[src/rtl/riscv_pipe_pkg.sv]
// Shared types and widths for the pipeline stall/flush sequencer.
package riscv_pipe_pkg;

  localparam int REG_ADDR_W  = 5;
  localparam int STALL_CNT_W = 16;

  // IDLE: no data-memory access outstanding; WAIT: frozen until the memory acks
  typedef enum logic {
    IDLE = 1'b0,
    WAIT = 1'b1
  } pipe_state_e;

endpackage

[src/rtl/load_use_detect.sv]
// Load-use hazard compare between the EX-stage load and the ID-stage sources.
// Register x0 never carries a dependency, so a zero destination is ignored.
module load_use_detect
  import riscv_pipe_pkg::*;
(
  input  logic                  memtoreg_ex,
  input  logic [REG_ADDR_W-1:0] rd_addr_ex,
  input  logic [REG_ADDR_W-1:0] rs1_addr_id,
  input  logic [REG_ADDR_W-1:0] rs2_addr_id,
  output logic                  hazard
);

  // Flag a hazard when the EX load writes a register the ID instruction reads
  always_comb begin
    hazard = memtoreg_ex && (rd_addr_ex != '0) &&
             ((rd_addr_ex == rs1_addr_id) || (rd_addr_ex == rs2_addr_id));
  end

endmodule

[src/rtl/pipe_stall_ctrl.sv]
// Central stall/flush sequencer for the 5-stage pipeline.
// Freezes the pipe while a data-memory access is outstanding and inserts a
// single bubble on load-use hazards. A memory stall masks the hazard.
// Optional feature macro: MEM_TIMEOUT_EN (aborts accesses that wait too long).
module pipe_stall_ctrl
  import riscv_pipe_pkg::*;
#(
  parameter int TIMEOUT_CYCLES = 16,
  parameter int CNT_W          = 5
) (
  input  logic                   clk,
  input  logic                   rst,
  input  logic                   MemRead_mem,
  input  logic                   MemWrite_mem,
  input  logic                   MemtoReg_ex,
  input  logic [REG_ADDR_W-1:0]  rdAddr_ex,
  input  logic [REG_ADDR_W-1:0]  rs1Addr_id,
  input  logic [REG_ADDR_W-1:0]  rs2Addr_id,
  output logic                   dmem_req,
  input  logic                   dmem_ack,
  output logic                   stall_if,
  output logic                   stall_id,
  output logic                   stall_ex,
  output logic                   flush_ex,
  output logic                   hold_mem,
  output logic                   bubble_wb,
  output logic                   mem_timeout,
  output logic [STALL_CNT_W-1:0] stall_cnt
);

  pipe_state_e            state_q, state_d;
  logic [STALL_CNT_W-1:0] stall_cnt_q, stall_cnt_d;
  logic                   acc;
  logic                   hazard;
  logic                   mem_stall;
  logic                   tmo_hit;

  assign acc = MemRead_mem | MemWrite_mem;

  load_use_detect u_load_use_detect (
    .memtoreg_ex (MemtoReg_ex),
    .rd_addr_ex  (rdAddr_ex),
    .rs1_addr_id (rs1Addr_id),
    .rs2_addr_id (rs2Addr_id),
    .hazard      (hazard)
  );

`ifdef MEM_TIMEOUT_EN
  logic [CNT_W-1:0] wait_cnt_q, wait_cnt_d;
  logic             mem_timeout_q, mem_timeout_d;

  // Terminal WAIT cycle with no ack: the access is dropped; an ack here still wins
  assign tmo_hit = (state_q == WAIT) && !dmem_ack &&
                   (wait_cnt_q == CNT_W'(TIMEOUT_CYCLES - 1));

  // Wait counter and sticky abort flag registers
  always_ff @(posedge clk) begin
    if (rst) begin
      wait_cnt_q    <= '0;
      mem_timeout_q <= 1'b0;
    end else begin
      wait_cnt_q    <= wait_cnt_d;
      mem_timeout_q <= mem_timeout_d;
    end
  end

  // Count WAIT cycles while staying in WAIT; anything else clears the counter
  always_comb begin
    wait_cnt_d    = '0;
    mem_timeout_d = mem_timeout_q | tmo_hit;
    if ((state_q == WAIT) && (state_d == WAIT)) begin
      wait_cnt_d = wait_cnt_q + 1'b1;
    end
  end

  assign mem_timeout = mem_timeout_q;
`else
  logic unused_cfg;

  assign tmo_hit     = 1'b0;
  assign mem_timeout = 1'b0;
  assign unused_cfg  = (TIMEOUT_CYCLES > 0) ^ (CNT_W > 0);
`endif

  // A memory stall is any cycle an access is pending without its ack
  assign mem_stall = !rst &&
                     (((state_q == IDLE) && acc && !dmem_ack) ||
                      ((state_q == WAIT) && !dmem_ack && !tmo_hit));

  // State register and stall-cycle statistics counter
  always_ff @(posedge clk) begin
    if (rst) begin
      state_q     <= IDLE;
      stall_cnt_q <= '0;
    end else begin
      state_q     <= state_d;
      stall_cnt_q <= stall_cnt_d;
    end
  end

  // Next-state logic: enter WAIT on an unacked access, leave on ack or abort
  always_comb begin
    state_d     = state_q;
    stall_cnt_d = stall_cnt_q;
    case (state_q)
      IDLE: if (acc && !dmem_ack) state_d = WAIT;
      WAIT: if (dmem_ack || tmo_hit) state_d = IDLE;
    endcase
    if (mem_stall && (stall_cnt_q != '1)) begin
      stall_cnt_d = stall_cnt_q + 1'b1;
    end
  end

  // Output logic: memory stall first, then the load-use bubble; all quiet in reset
  always_comb begin
    dmem_req  = 1'b0;
    stall_if  = 1'b0;
    stall_id  = 1'b0;
    stall_ex  = 1'b0;
    flush_ex  = 1'b0;
    hold_mem  = 1'b0;
    bubble_wb = 1'b0;
    if (!rst) begin
      dmem_req = (state_q == WAIT) || acc;
      if (mem_stall) begin
        stall_if  = 1'b1;
        stall_id  = 1'b1;
        stall_ex  = 1'b1;
        hold_mem  = 1'b1;
        bubble_wb = 1'b1;
      end else begin
        bubble_wb = tmo_hit;
        if (hazard) begin
          stall_if = 1'b1;
          stall_id = 1'b1;
          flush_ex = 1'b1;
        end
      end
    end
  end

  assign stall_cnt = stall_cnt_q;

endmodule

[config.mk]
export PLATFORM = sky130hd
export DESIGN_NAME = pipe_stall_ctrl
export DESIGN_NICKNAME = d
export VERILOG_FILES = /design/src/rtl/riscv_pipe_pkg.sv /design/src/rtl/load_use_detect.sv /design/src/rtl/pipe_stall_ctrl.sv
export SDC_FILE = /design/constraint.sdc
export NUM_CORES = 1
export LEC_CHECK = 0
export BUFFER_PORTS_ARGS = -buffer_cell sky130_fd_sc_hd__buf_2
export CAP_MARGIN = 20
export CORE_UTILIZATION = 25
export DETAILED_ROUTE_END_ITERATION = 16
export GPL_TIMING_DRIVEN = 0
export PLACE_DENSITY_LB_ADDON = 0.3
export SLEW_MARGIN = 20
export SYNTH_ARGS = -nofsm -noshare
export SYNTH_HDL_FRONTEND = slang
export SYNTH_SLANG_ARGS = --single-unit
export TNS_END_PERCENT = 1
[constraint.sdc]
create_clock -name clk -period 2.4 [get_ports clk]
set_input_delay 0.48 -clock clk [delete_from_list [all_inputs] [get_ports clk]]
set_output_delay 0.48 -clock clk [all_outputs]
set_load 0.1 [all_outputs]
Yosys cells after proc, flatten, opt, wreduce, memory -nomap -nowiden. Index checks and enable logic that the tools add are counted.

Flip-flop bits (word level): 17. Latch bits: 0. Bits in writable memories: 0. Bits in read-only memories: 0. Input bits: 21. Output and inout bits: 24. Word-level logic and storage cells: 33. Memories kept: 0.

Add/subtract/negate cells: 1. $mul: 0. Divide/modulo/power cells: 0. Order comparisons: 0. Equal/unequal tests: 3. Shift-type cells: 0. Multiplexer cells: 11. Bitwise logic cells: 2. Reduce and logical (&&, ||, !) cells: 14.

Operator list (number): $add 16x1->16 const B (1); $ne 16x16->1 const B (1); $eq 5x5->1 (2); $mux 1 (10); $logic_and 1x1->1 (8); $reduce_bool 5->1 (1); $logic_or 1x1->1 (3); $logic_not 1->1 (2); $pmux 1 s2 (1); $not 1->1 (1); $or 1x1->1 (1).

Depth between registers and ports, before layout. Gate-level depths: netlist of the first run.

Depth after elaboration: 7. Gate-level depth with buffers: 7. Depth with buffers taken out: 5.

Cells and area by module. From an unflattened synthesis of the first run, not the netlist that was laid out.

Cells, all modules: 128. Area total of the unflattened synthesis: 1066.0 sq um.

By module, submodules not included: pipe_stall_ctrl (times used 1, cells an instance 111, area an instance 940.9 sq um, sequential area each 340.3 sq um); load_use_detect (times used 1, cells an instance 17, area an instance 125.1 sq um, sequential area each 0.0 sq um).

Worst setup path after synthesis of the first run. Ideal clock, no wire load.

Kind: input -> output. Start: in MemWrite_mem. End: out flush_ex. Arrival: 3.832 ns. Data required time: 1.920 ns. Slack: -1.912 ns. Stages on the path: 6. Path buffers: 2. Cells stage by stage: nor3_1 or2_1 buf_6 buf_2 inv_1 nor3_1.

Word-level cells in the longest chain between the ends: 7.

RTL lines: start, declared (RTL line pipe_stall_ctrl.sv:14) `input logic MemWrite_mem,`; $or 1x1->1 (RTL line pipe_stall_ctrl.sv:38) `assign acc = MemRead_mem | MemWrite_mem;`; $logic_and 1x1->1 (2 in a row) (RTL line pipe_stall_ctrl.sv:87) `(((state_q == IDLE) && acc && !dmem_ack) ||`; $logic_or 1x1->1 (RTL line pipe_stall_ctrl.sv:87); $logic_and 1x1->1 (RTL line pipe_stall_ctrl.sv:86) `assign mem_stall = !rst &&`; $mux 1 (RTL line pipe_stall_ctrl.sv:125) `if (mem_stall) begin`; $mux 1 (RTL line pipe_stall_ctrl.sv:123) `if (!rst) begin`; end, declared (RTL line pipe_stall_ctrl.sv:24) `output logic flush_ex,`.

No other way between the ends.

Worst setup path in the final report of the first run.
Start: in rst. End: out stall_if.

Word-level cells in the longest chain between the ends: 4.

RTL lines: start, declared (RTL line pipe_stall_ctrl.sv:12) `input logic rst,`; $logic_not 1->1; $logic_and 1x1->1 (RTL line pipe_stall_ctrl.sv:86); $mux 1 (RTL line pipe_stall_ctrl.sv:125); $mux 1 (*) (RTL line pipe_stall_ctrl.sv:123); end, declared (RTL line pipe_stall_ctrl.sv:21) `output logic stall_if,`.

Every way passes the cells marked *; elsewhere a longest branch is shown, timed or not.

==> results.cfg, run 1 <==
[power_and_ir_drop]
p_sw_uw = 226
power_density_nw_per_um2 = 446
power.share.clock_pct = 34.0
intPower_uw = 450
share_comb_of_total_power_pct = 23.3
seq_power_share_pct = 42.8
peakVddDrop_v = 0.000160
switching_share_pct = 33.4
finalPower_uw = 676
p_leak_uw = 0.000669

[final_layout]
fin_util_pct = 36.5
final_common_cell = buf_2
post_route_cells_drive_above_1_share_pct = 38.3
multiInputGateArea_sq_um = 733
most-common-layout-cells = buf_2 (37), dfxtp_1 (17), xor2_1 (10)
nets = 203
final_area_sq_um = 1510
fillCellCount = 451
n_antenna_cell = 0
area_growth_pct = 35.2
regArea_sq_um = 340

[drt]
wl_per_cell_um = 13.1
wirelength_um = 3020
drt_iter0_markers = 38
postRouteAntennaNets = 0
via_count = 1190
dr.pass1.iters = 4
drc = 0
via_per_inst = 5.17

[cts]
cts_hold_buffers = 0
cts_buffers = 3
cts_num_sinks = 17
ctsLongestPathBuffers = 2
cts_root_buffer = clkbuf_8
cts_tree = done
clkTransAtPathRegs_ns = 0.07
clk-insertion-delay-late_ns = 0.26
htree_levels = 1

[logic_synthesis]
async_reset_ff_share_pct = 0
synth-warning-count = 0
syn_area_sq_um = 1120
syn_area_per_cell_sq_um = 8.48
syn_nets = 154
ys_seq_area_share_pct = 30.4
synth_seq_cells = 17
synth-edff-count = 0
syn_inst = 132
synthFlopType = dfxtp_1
ys_types = 37

[setup_path]
reg2reg_depth = 6
arrival_ns = 1.87
timing.rr.end = stall_cnt[1]
critPathKind = in2out
reg2reg_from = stall_cnt[1]
r2r_slack_ns = 0.41
critPathCaptureType = output port
crit_required_ns = 1.92
start_kind = input pin
crit_path_max_fanout = 10

[floorplan]
fp.dieH_um = 68.9
start_util_pct = 27.0
core_sq_um = 4140
row_count = 23
fp.dieW_um = 68.9
die_area_sq_um = 4750
num_io_pins = 45

[worst_hold_path]
hold_path_class = reg2reg
holdPathEnd = stall_cnt[14]
whs_path_depth = 2
hp-start = stall_cnt[14]

[global_route]
grt_antenna_before_repair = 0
grt_pass1_wl_um = 5090
grt_use_total_pct = 14.6
globalRoute.totalOverflow = 0
grt_max_degree = 11
grt_pass1_vias = 1117

[placed_design]
place_area_sq_um = 1430
finalWeightedCongestion = 0.779
detailed_place_hpwl_um = 2240
io_buffers = 43
pre_cts_ws_ns = -0.120

[sta]
hold-worst-slack_ns = 0.525
finalSetupViolations = 0
rsz0062_at_grt = no
worstMarginPinSlew_ns = 0.540
finalHoldViolCount = 0
min_period_over_period_pct = 97.8
slew_viol_final = 0
setup_slack_ns = 0.0534
fin_crit_ns = 2.35
clock_skew_ns = 0.00123
slew_headroom_pct = 63.7
fmax_ghz = 0.426

[status]
outcome = complete, no violations

[job]
drv_cap = 0
[final cells by class]
cell class | instances | share of cell area (%)
sequential | 17 | 22.5
buffer | 9 | 4.55
multi-input combinational | 103 | 48.4
inverter | 3 | 0.992
tap | 50 | 4.13
timing repair buffer | 44 | 16.4
clock buffer | 4 | 2.98
[critical path, cell delays in order]
cell	delay, ns
buf_2	0.10
or2_0	0.24
or2_1	0.29
buf_6	0.16
buf_6	0.14
o21ai_2	0.06
buf_4	0.12
buf_4	0.27
[registers in the layout (all words and copies together), names as in the netlist]
signal and cells:
stall_cnt 16, state_q 1
[per-layer routing]
metal | track usage (%) | part of all wire [%] | vias up | wire (um)
met3 | 1.81 | 5.5 | 5 | 166
li1 | - | - | 587 | -
met1 | 17.2 | 45 | 556 | 1370
met2 | 25.7 | 47 | 42 | 1420
met5 | 0 | 0 | - | 0
met4 | 7.65 | 2.0 | 0 | 61
[synth_stat cells (2+ instances only)]
master	count	area, sq um
nand4_2	2	25.0
o21ai_0	4	20.0
or3_1	3	18.8
buf_4	5	37.5
nor3_1	6	30.0
clkbuf_1	2	7.51
nand4_1	2	12.5
a21oi_1	7	35.0
xor2_1	10	87.6
mux2_2	5	56.3
o31ai_1	4	30.0
nand2_1	9	33.8
nand3_1	7	35.0
nor2_1	8	30.0
or4_1	8	60.1
or2_1	2	12.5
inv_1	3	11.3
nor2b_1	5	31.3
dfxtp_1	17	340
nor4_1	4	25.0
and4_1	2	17.5
o311ai_0	2	17.5
[worst max path at each step]
| stage | startpoint | end | cells past startpoint |
|---|---|---|---|
| CTS | rdAddr_ex[0] | stall_if | 6 |
| floorplan | MemWrite_mem | flush_ex | 6 |
| detailed placement | rst | hold_mem | 8 |
| global placement | rst | stall_ex | 8 |
| finish | rst | stall_if | 8 |
| global route | rst | stall_if | 8 |
[through the flow]
step / setup TNS [ns] / std cells
final: 0 / 230
after global routing: 0 / 230
after CTS: -0.00841 / 229
after detailed placement: -0.432 / 225
after global placement: -0.469 / 225
after floorplan: -1.32 / 132
[cells by family after synthesis]
| logic type | Yosys count | share of synthesized area [%] |
|---|---|---|
| adders and majority gates | 1 | 1.12 |
| DFF | 17 | 30.4 |
| muxes | 6 | 5.92 |
| and+or+nand+nor | 64 | 35.1 |
| buffers and inverters | 12 | 6.48 |
| other | 1 | 0.335 |
| AOI/OAI and AO/OA | 21 | 12.9 |
| xor gates and xnor gates | 10 | 7.82 |
[what timing repair did]
item / 4_1_cts / 5_1_grt
pin swaps: 0 / 1
endpoints found under the setup margin: 5 / 6
endpoints found under the hold margin: 0 / 0
setup buffers: 0 / 1
resized for setup: 5 / 6
[power groups by stage]
stage	clock network, uW	logic (uW)	registers, uW
floorplan	0	102	305
global placement	0	152	296
detailed placement	0	152	296
CTS	234	155	289
global route	240	167	290
finish	229	157	289
Note: power is estimated with default switching activity, not from simulation.
==> inputs of run 2 (changes only) <==
Settings changed: CORE_MARGIN set to 4.
==> run 2 against run 1 <==
  * Highest routed layer unchanged
  * Clock power barely moved
  * Final cell count rose by 0.87%
  * Critical path type unchanged
  * Flip-flop and latch count did not move
  * Worst setup slack got worse by 0.025 ns
  * Sequential share of layout area fell by 0.13 points
  * Hold slack got worse by 0.0028 ns
==> results.cfg, run 2 (synthesized netlist as in run 1, its figures left out) <==
[status]
outcome = complete, no violations

[drt]
wirelength_um = 3180
wl_met3_um = 214
via_count = 1163
via_per_inst = 5.01
postRouteAntennaNets = 0
met2WireLength_um = 1520
drt_iter0_markers = 47
dr.pass1.iters = 4
top_layer_used = met4
wl_per_cell_um = 13.7
wl_met1_um = 1380
drc = 0

[cts]
cts_tree = done
ctsLongestPathBuffers = 2
cts_root_buffer = clkbuf_8
cts_buffers = 3
htree_levels = 1
cts_num_sinks = 17
clk-insertion-delay-late_ns = 0.26
clkTransAtPathRegs_ns = 0.07

[setup_path]
arrival_ns = 1.89
crit_required_ns = 1.92
crit_path_max_fanout = 3
reg2reg_from = stall_cnt[0]
r2r_slack_ns = 0.37
reg2reg_depth = 6
critPathCaptureType = output port
start_kind = input pin
critPathKind = in2out
timing.rr.end = stall_cnt[1]

[global_route]
grt_pass1_wl_um = 5110
grt_max_degree = 11
grt_pass1_vias = 1132
grt_use_total_pct = 11.7
grt_antenna_before_repair = 0
globalRoute.totalOverflow = 0

[final_layout]
n_antenna_cell = 0
nets = 203
final_area_sq_um = 1520
post_route_cells_drive_above_1_share_pct = 38.3
area_growth_pct = 36.0
fillCellCount = 458
final_common_cell = buf_2
most-common-layout-cells = buf_2 (38), dfxtp_1 (17), xor2_1 (10)
largest_reg_flops = 16

[placed_design]
finalWeightedCongestion = 0.808
detailed_place_hpwl_um = 2390
io_buffers = 43
place_area_sq_um = 1440

[floorplan]
die_area_sq_um = 5610
fp.dieH_um = 74.9
fp.dieW_um = 74.9
start_util_pct = 25.7
row_count = 24
core_sq_um = 4350
num_io_pins = 45

[sta]
slew_viol_final = 0
worstMarginPinSlew_ns = 0.598
fmax_ghz = 0.422
slew_headroom_pct = 59.8
min_period_over_period_pct = 98.8
rsz0062_at_grt = yes
finalHoldViolCount = 0
clock_skew_ns = 0.000760
finalSetupViolations = 0
fin_crit_ns = 2.37

[power_and_ir_drop]
intPower_uw = 450
p_sw_uw = 223
p_leak_uw = 0.000672
finalPower_uw = 673
power.share.clock_pct = 33.5
peakVddDrop_v = 0.000190
power_density_nw_per_um2 = 442
share_comb_of_total_power_pct = 23.5
seq_power_share_pct = 43.0
switching_share_pct = 33.1

[worst_hold_path]
holdPathEnd = stall_cnt[10]
whs_path_depth = 2
hold_path_class = reg2reg
hp-start = stall_cnt[10]

[job]
drv_cap = 0
run 2: cell count changes in the layout (fill, tap and decap cells not counted):
cell	change
buf_2	+1
buf_12	+1
clkbuf_4	-1
buf_6	-1
run 2: metal layers:
layer | GRT usage [%] | up-vias
met5 | 0 | -
met4 | 4.94 | 0
met3 | 2.40 | 5
met2 | 20.4 | 33
met1 | 14.0 | 544
li1 | - | 581
run 2: worst max-delay path by stage:
stage                      start  endpoint  slack (ns)  cells after the start
floorplan           MemWrite_mem  flush_ex       -0.53                      6
global placement             rst  hold_mem       -0.13                      8
detailed placement           rst  stall_ex       -0.14                      8
CTS                 rdAddr_ex[0]  stall_if       -0.09                      6
global route                 rst  stall_id       -0.03                      7
finish              rdAddr_ex[0]  stall_if        0.03                      7
run 2: cell type report:
type                    instances  area, sq um  share of cell area, %
inverters                       3         15.0                  0.986
multi-input cells             103          733                   48.2
flip-flops and latches         17          340                   22.4
well taps                      52         65.1                   4.27
plain buffers                   9         68.8                   4.52
clock buffers                   4         45.0                   2.96
repair buffers                 44          255                   16.8
run 2: timing repair:
item / CTS / global route
endpoints found under the setup margin: 6 / 6
buffers inserted: 0 / 1
pin swaps: 0 / 2
gates cloned: 0 / 0
resized for setup: 6 / 7
hold buffers: 0 / 0
run 2: power by group through the flow:
stage | sequential, uW | combinational, uW | clock, uW
6_report | 289 | 158 | 226
5_1_grt | 289 | 167 | 243
4_1_cts | 289 | 156 | 232
3_5_place_dp | 296 | 152 | 0
3_3_place_gp | 296 | 153 | 0
2_1_floorplan | 305 | 102 | 0
run 2: worst max-delay path, stage by stage:
cell      delay [ns]
buf_2           0.12
or4_1           0.52
o211ai_1        0.19
buf_4           0.16
o21ai_2         0.05
buf_4           0.14
buf_4           0.22
run 2: through the flow:
stage / setup WS [ns] / setup TNS [ns] / utilization (%) / hold WS (ns) / std cells
finish: 0.0286 / 0 / 35.0 / 0.522 / 232
CTS: -0.0888 / -0.0902 / 34.4 / 0.530 / 231
global placement: -0.130 / -0.525 / 33.0 / 0.506 / 227
global route: -0.0300 / -0.0567 / 35.0 / 0.566 / 232
floorplan: -0.533 / -1.32 / - / 0.770 / 132
detailed placement: -0.137 / -0.508 / 33.0 / 0.521 / 227
